`src/rtl/red_pitaya_exp_in_if.sv`:
```
// System-bus port bundle for the expansion-input conditioner.
// The master drives the strobes, address and write data; the slave answers.
interface red_pitaya_exp_in_if;
    logic [31:0] sys_addr;
    logic [31:0] sys_wdata;
    logic        sys_wen;
    logic        sys_ren;
    logic [31:0] sys_rdata;
    logic        sys_err;
    logic        sys_ack;

    modport master (
        output sys_addr,
        output sys_wdata,
        output sys_wen,
        output sys_ren,
        input  sys_rdata,
        input  sys_err,
        input  sys_ack
    );

    modport slave (
        input  sys_addr,
        input  sys_wdata,
        input  sys_wen,
        input  sys_ren,
        output sys_rdata,
        output sys_err,
        output sys_ack
    );
endinterface

```
`src/rtl/red_pitaya_exp_in.sv`:
```
// Expansion-connector input conditioner: synchronise, debounce and latch edge events
// for the P and N pads, with a maskable level interrupt and system-bus register access.
module red_pitaya_exp_in #(
    parameter int unsigned DWE = 8,
    parameter int unsigned DBW = 16
) (
    input  logic               clk_i,
    input  logic               rst_i,
    input  logic [DWE-1:0]     exp_p_pad_i,
    input  logic [DWE-1:0]     exp_n_pad_i,
    output logic [DWE-1:0]     exp_p_dat_o,
    output logic [DWE-1:0]     exp_n_dat_o,
    output logic               irq_o,
    red_pitaya_exp_in_if.slave sys
);

    // Channel c < DWE is a P pin; channel c >= DWE is N pin (c - DWE).
    localparam int unsigned NCH = 2 * DWE;

    localparam logic [19:0] AddrDebLen = 20'h00000;
    localparam logic [19:0] AddrRiseEn = 20'h00004;
    localparam logic [19:0] AddrFallEn = 20'h00008;
    localparam logic [19:0] AddrEvent  = 20'h0000C;
    localparam logic [19:0] AddrIrqEn  = 20'h00010;
    localparam logic [19:0] AddrState  = 20'h00014;
    localparam logic [19:0] AddrRaw    = 20'h00018;

    logic [NCH-1:0] s1_q;
    logic [NCH-1:0] s2_q;
    logic [NCH-1:0] deb_q;
    logic [NCH-1:0] deb_d;
    logic [DBW-1:0] cnt_q [NCH];
    logic [DBW-1:0] cnt_d [NCH];
    logic [NCH-1:0] rise;
    logic [NCH-1:0] fall;

    logic [DBW-1:0] deb_len_q;
    logic [DBW-1:0] deb_len_d;
    logic [NCH-1:0] rise_en_q;
    logic [NCH-1:0] rise_en_d;
    logic [NCH-1:0] fall_en_q;
    logic [NCH-1:0] fall_en_d;
    logic [NCH-1:0] event_q;
    logic [NCH-1:0] event_d;
    logic [NCH-1:0] irq_en_q;
    logic [NCH-1:0] irq_en_d;
    logic [NCH-1:0] w1c;

    logic           irq_q;
    logic           ack_q;
    logic [31:0]    rdata_q;
    logic [31:0]    rdata_d;

    logic [19:0]    addr;
    logic [NCH-1:0] wdata_ch;
    logic           unused_bus;

    assign addr       = sys.sys_addr[19:0];
    assign wdata_ch   = {sys.sys_wdata[16 +: DWE], sys.sys_wdata[DWE-1:0]};
    assign unused_bus = ^{sys.sys_addr[31:20], sys.sys_wdata};

    // Spread a channel vector onto the bus layout: P at [DWE-1:0], N at [16 +: DWE].
    function automatic logic [31:0] to_bus(input logic [NCH-1:0] v);
        logic [31:0] r;
        r = '0;
        r[DWE-1:0]  = v[DWE-1:0];
        r[16 +: DWE] = v[NCH-1:DWE];
        return r;
    endfunction

    always_ff @(posedge clk_i or posedge rst_i) begin
        if (rst_i) begin
            s1_q <= '0;
            s2_q <= '0;
        end else begin
            s1_q <= {exp_n_pad_i, exp_p_pad_i};
            s2_q <= s1_q;
        end
    end

    // Compare against the live DEB_LEN so lowering it releases a pending change at once.
    always_comb begin
        deb_d = deb_q;
        rise  = '0;
        fall  = '0;
        for (int c = 0; c < NCH; c++) begin
            cnt_d[c] = cnt_q[c];
            if (s2_q[c] == deb_q[c]) begin
                cnt_d[c] = '0;
            end else if (cnt_q[c] >= deb_len_q) begin
                deb_d[c] = s2_q[c];
                cnt_d[c] = '0;
                rise[c]  = s2_q[c];
                fall[c]  = ~s2_q[c];
            end else begin
                cnt_d[c] = cnt_q[c] + DBW'(1);
            end
        end
    end

    always_ff @(posedge clk_i or posedge rst_i) begin
        if (rst_i) begin
            deb_q <= '0;
            for (int c = 0; c < NCH; c++) begin
                cnt_q[c] <= '0;
            end
        end else begin
            deb_q <= deb_d;
            for (int c = 0; c < NCH; c++) begin
                cnt_q[c] <= cnt_d[c];
            end
        end
    end

    always_comb begin
        deb_len_d = deb_len_q;
        rise_en_d = rise_en_q;
        fall_en_d = fall_en_q;
        irq_en_d  = irq_en_q;
        w1c       = '0;
        if (sys.sys_wen) begin
            case (addr)
                AddrDebLen: deb_len_d = sys.sys_wdata[DBW-1:0];
                AddrRiseEn: rise_en_d = wdata_ch;
                AddrFallEn: fall_en_d = wdata_ch;
                AddrEvent:  w1c       = wdata_ch;
                AddrIrqEn:  irq_en_d  = wdata_ch;
                default:    ;
            endcase
        end
        // A new event on the same edge as a W1C clear keeps the bit set.
        event_d = (event_q & ~w1c) | (rise & rise_en_q) | (fall & fall_en_q);
    end

    always_comb begin
        rdata_d = '0;
        if (sys.sys_ren) begin
            case (addr)
                AddrDebLen: rdata_d = 32'(deb_len_q);
                AddrRiseEn: rdata_d = to_bus(rise_en_q);
                AddrFallEn: rdata_d = to_bus(fall_en_q);
                AddrEvent:  rdata_d = to_bus(event_q);
                AddrIrqEn:  rdata_d = to_bus(irq_en_q);
                AddrState:  rdata_d = to_bus(deb_q);
                AddrRaw:    rdata_d = to_bus(s2_q);
                default:    rdata_d = '0;
            endcase
        end
    end

    always_ff @(posedge clk_i or posedge rst_i) begin
        if (rst_i) begin
            deb_len_q <= '0;
            rise_en_q <= '0;
            fall_en_q <= '0;
            event_q   <= '0;
            irq_en_q  <= '0;
            irq_q     <= 1'b0;
            ack_q     <= 1'b0;
            rdata_q   <= '0;
        end else begin
            deb_len_q <= deb_len_d;
            rise_en_q <= rise_en_d;
            fall_en_q <= fall_en_d;
            event_q   <= event_d;
            irq_en_q  <= irq_en_d;
            irq_q     <= |(event_q & irq_en_q);
            ack_q     <= sys.sys_wen | sys.sys_ren;
            rdata_q   <= rdata_d;
        end
    end

    assign exp_p_dat_o   = deb_q[DWE-1:0];
    assign exp_n_dat_o   = deb_q[NCH-1:DWE];
    assign irq_o         = irq_q;
    assign sys.sys_rdata = rdata_q;
    assign sys.sys_ack   = ack_q;
    assign sys.sys_err   = 1'b0;

endmodule

```
`src/flat_wrapper.sv`:
```
// flat-port wrapper written by rule: the top's interface ports become plain ports
module red_pitaya_exp_in_flat 
#(
    parameter int unsigned DWE = 8,
    parameter int unsigned DBW = 16
)
  (clk_i, rst_i, exp_p_pad_i, exp_n_pad_i, exp_p_dat_o, exp_n_dat_o, irq_o, sys_sys_addr, sys_sys_wdata, sys_sys_wen, sys_sys_ren, sys_sys_rdata, sys_sys_err, sys_sys_ack);
  red_pitaya_exp_in_if sys_i ();
  input  logic clk_i;
  input  logic rst_i;
  input  logic [DWE-1:0] exp_p_pad_i;
  input  logic [DWE-1:0] exp_n_pad_i;
  output logic [DWE-1:0] exp_p_dat_o;
  output logic [DWE-1:0] exp_n_dat_o;
  output logic irq_o;
  input wire logic [$bits(sys_i.sys_addr)-1:0] sys_sys_addr;
  input wire logic [$bits(sys_i.sys_wdata)-1:0] sys_sys_wdata;
  input wire logic [$bits(sys_i.sys_wen)-1:0] sys_sys_wen;
  input wire logic [$bits(sys_i.sys_ren)-1:0] sys_sys_ren;
  output wire logic [$bits(sys_i.sys_rdata)-1:0] sys_sys_rdata;
  output wire logic [$bits(sys_i.sys_err)-1:0] sys_sys_err;
  output wire logic [$bits(sys_i.sys_ack)-1:0] sys_sys_ack;
  assign sys_i.sys_addr = sys_sys_addr;
  assign sys_i.sys_wdata = sys_sys_wdata;
  assign sys_i.sys_wen = sys_sys_wen;
  assign sys_i.sys_ren = sys_sys_ren;
  assign sys_sys_rdata = sys_i.sys_rdata;
  assign sys_sys_err = sys_i.sys_err;
  assign sys_sys_ack = sys_i.sys_ack;
  red_pitaya_exp_in #(.DWE(DWE), .DBW(DBW)) u_core (.clk_i(clk_i), .rst_i(rst_i), .exp_p_pad_i(exp_p_pad_i), .exp_n_pad_i(exp_n_pad_i), .exp_p_dat_o(exp_p_dat_o), .exp_n_dat_o(exp_n_dat_o), .irq_o(irq_o), .sys(sys_i));
endmodule
```
`config.mk`:
```
export PLATFORM = sky130hd
export DESIGN_NAME = red_pitaya_exp_in_flat
export DESIGN_NICKNAME = d
export VERILOG_FILES = /design/src/rtl/red_pitaya_exp_in_if.sv /design/src/rtl/red_pitaya_exp_in.sv /design/src/flat_wrapper.sv
export SDC_FILE = /design/constraint.sdc
export NUM_CORES = 1
export LEC_CHECK = 0
export CAP_MARGIN = 15
export CORE_UTILIZATION = 45
export CTS_CLUSTER_SIZE = 28
export DETAILED_ROUTE_END_ITERATION = 7
export GPL_ROUTABILITY_DRIVEN = 0
export PLACE_DENSITY_LB_ADDON = 0.15
export SETUP_SLACK_MARGIN = 0.02
export SYNTH_ARGS = -nofsm -noshare
export SYNTH_HDL_FRONTEND = slang
export SYNTH_SLANG_ARGS = --single-unit
```
`constraint.sdc`:
```
create_clock -name clk_i -period 13.55 [get_ports clk_i]
set_input_delay 2.71 -clock clk_i [delete_from_list [all_inputs] [get_ports clk_i]]
set_output_delay 2.71 -clock clk_i [all_outputs]
set_load 0.05 [all_outputs]
```
==> impl_metrics.tcl <==
set metrics [dict create \
    status "finished, final reports clean" \
    ys_ff_latch 410 \
    r2r_end "u_core.cnt_q[119]" \
    vias 17901 \
    regArea_um2 10300 \
    final_nets 2846 \
    synth_flop_cell "dfrtp_1" \
    max_clock_freq_mhz 173 \
    wirelength_um 62800 \
    hold_depth 0 \
    crit_required_ns 14.02 \
    synth_edf_count 0 \
    synth.avg_cell_area_um2 10.2 \
    place_hpwl_um 43000 \
    hold_path.class "flip-flop to flip-flop" \
    path_max_fanout 16 \
    synth_top_cell_area_share_pct 42.7 \
    first_global_vias 17738 \
    worstSetupPathType "input pin to flip-flop" \
    ant_nets 0 \
    power.total_mw 2.71 \
    holdPathEnd "u_core.s2_q[0]" \
    layout-drive-gt1-share_pct 8.11 \
    ys_types 57 \
    grt_usage_pct 23.7 \
    cts_inserted_buffers 47 \
    firstDrtPassIters 5 \
    hold_buffers 0 \
    drc 0 \
    pwr-share-clk_pct 50.7 \
    grt_start_max_net_pins 186 \
    power.internal_mw 2.11 \
    cts_root_buf "clkbuf_16" \
    cts-resized-gates 0 \
    rows 84 \
    mappedNetlistArea_um2 24000 \
    synth_top_area_cell "dfrtp_1" \
    die_h_um 233 \
    r2r_cells 8 \
    seqPwrFrac_pct 45.9 \
    setup_viol 0 \
    nFillCells 4703 \
    worst_pin_slew_ns 1.15 \
    grt_setup_unrepaired "false" \
    post-route-period-util_pct 42.7 \
    setup-tns-final_ns 0 \
    overflow 0 \
    core_area_um2 52700 \
    cp.arrival_ns 6.26 \
    min_from "u_core.s1_q[0]" \
    cts_max_level 2 \
    max-vdd-ir-drop_mv 0.0881 \
    drt-wirelength-per-cell_um 19.5 \
    slew_viol_final 0 \
    dieArea_um2 54300 \
    io_buffers 105 \
    cts.sinks 410 \
    cts.reportedPaths.clkPinSlew_ns 0.05 \
    period_needed_ns 5.79 \
    slew_headroom_pct 23.0 \
    synth-seq-area-share_pct 42.7 \
    switchingPower_uw 601 \
    cts_tree "built" \
    r2r-start "u_core.deb_len_q[5]" \
    combPwrFrac_pct 3.4 \
    start_util_pct 45.6 \
    die_w_um 233 \
    routed_via_density 5.56 \
    drv_cap 0 \
    clockBufferDepth 3 \
    power.leakage_nw 12.1 \
    final_hold_viol_count 0 \
    timing.final.ws_setup_ns 7.76 \
    drtIter0Drc 1077 \
    area_growth_pct 14.9 \
    p_per_area_nw_per_um2 98.1 \
    grt_pass1_wl_um 99500 \
    sw_frac_of_total_pct 22.2 \
    ys_warn_count 0 \
    antenna_found_initial 7 \
    io_pins 135 \
    placed_area_um2 25900 \
    place_ws_ns 7.14 \
    end_kind "flip-flop" \
    fin_area_um2 27600 \
    syn_inst 2350 \
    async_flop_share_pct 100 \
    post-cts-setup-buffers 0 \
    rrSetupSlack_ns 10.34 \
    clk_latency_ns 0.60 \
    multi_input_area_um2 13300 \
    finClkSkew_ns 0.0198 \
    ys_top_cells_by_area "dfrtp_1 43%, ha_1 14%, nor2_1 5.0%, xnor2_1 4.5%, xor2_1 4.2%" \
    startpoint_type "input pin" \
]
[layout make-up]
cell class	instances	share of cell area, %
multi-input combinational	1824	48.1
sequential	410	37.2
timing repair buffer	129	4.45
inverter	78	1.07
clock buffer	63	4.84
clock inverter	23	1.21
antenna	2	0.0181
tap	688	3.12
[how the worst max path moves through the flow]
stage	slack [ns]	depth (start not counted)	endpoint	from
after floorplan	5.31	1	u_core.cnt_q[0]	rst_i
after global placement	7.17	6	u_core.sys.sys_rdata[19]	sys_sys_addr[17]
after global routing	7.49	6	u_core.sys.sys_rdata[5]	sys_sys_addr[9]
after CTS	7.76	6	u_core.sys.sys_rdata[5]	sys_sys_addr[13]
after detailed placement	7.14	6	u_core.sys.sys_rdata[19]	sys_sys_addr[13]
final	7.76	6	u_core.sys.sys_rdata[5]	sys_sys_addr[9]
[registers in the layout, indices dropped and copies added (netlist names)]
register              count
u_core.rise_en_q         16
u_core.irq_o              1
u_core.deb_len_q         16
u_core.sys.sys_ack        1
u_core.cnt_q            256
u_core.s2_q              16
u_core.irq_en_q          16
u_core.fall_en_q         16
u_core.sys.sys_rdata     24
u_core.event_q           16
u_core.deb_q             16
u_core.s1_q              16
[layout by cell type, fill, tap and decap left out, types with 22 or more instances in the layout]
| master | count |
|---|---|
| ha_1 | 272 |
| clkdlybuf4s50_1 | 102 |
| nand2b_1 | 32 |
| inv_1 | 75 |
| nand2_1 | 123 |
| a21oi_1 | 47 |
| a21o_1 | 46 |
| dfrtp_1 | 410 |
| o21ai_0 | 42 |
| xor2_1 | 114 |
| nand4_1 | 66 |
| o21a_1 | 45 |
| mux2_2 | 75 |
| clkbuf_16 | 48 |
| buf_4 | 23 |
| nor3_1 | 42 |
| mux2i_1 | 26 |
| xnor2_1 | 123 |
| and4_1 | 22 |
| nand3_1 | 143 |
| and3_1 | 66 |
| nor2_1 | 322 |
[synth_stat cells, types with 26 or more instances]
cell type / instances
xnor2_1: 123
o21a_1: 45
nand4_1: 66
xor2_1: 114
nand2b_1: 32
nand3_1: 143
mux2_2: 75
mux2i_1: 26
nor3_1: 42
a21o_1: 46
nor2_1: 322
nand2_1: 123
and3_1: 66
a21oi_1: 47
o21ai_0: 42
dfrtp_1: 410
ha_1: 272
inv_1: 78
[cells by family (layout without fill, tap and decap cells)]
kind of cell | Yosys count | after routing | synth area share (%)
simple gates | 913 | 913 | 18.7
flops | 410 | 410 | 42.7
compound gates | 278 | 278 | 7.96
fa+ha+maj | 272 | 272 | 14.2
xor+xnor | 237 | 237 | 8.64
buf+inv | 124 | 293 | 2.19
mux | 115 | 115 | 5.63
other cells | 1 | 11 | 0.0156
[layer usage]
layer  part of all wire, %  global-route usage [%]
met4                   2.6                    7.54
met1                    46                    32.0
met3                   4.7                    4.10
met2                    46                    38.6
met5                  0.11                       0
[worst max-delay path, stage by stage]
cell and delay (ns):
clkdlybuf4s50_1 0.40, nor4_1 0.33, nand3_1 0.61, nor2_1 0.91
nand3_1 0.83, a31oi_1 0.44
[power by group through the flow]
stage / Clock, mW / Sequential, mW / Combinational [mW]
CTS: 1.41 / 1.24 / 0.0941
global placement: 0 / 1.27 / 0.0929
detailed placement: 0 / 1.27 / 0.0937
global route: 1.46 / 1.24 / 0.101
finish: 1.37 / 1.24 / 0.0917
floorplan: 0 / 1.27 / 0.0456
[stage by stage]
stage | instances | util, % | hold slack [ns]
2_1_floorplan | 2358 | - | 0.331
3_3_place_gp | 3129 | 49.3 | 0.331
3_5_place_dp | 3129 | 49.3 | 0.335
4_1_cts | 3215 | 52.4 | 0.347
5_1_grt | 3217 | 52.4 | 0.348
6_report | 3217 | 52.4 | 0.347
No activity file was read; power rests on OpenSTA's default activity.
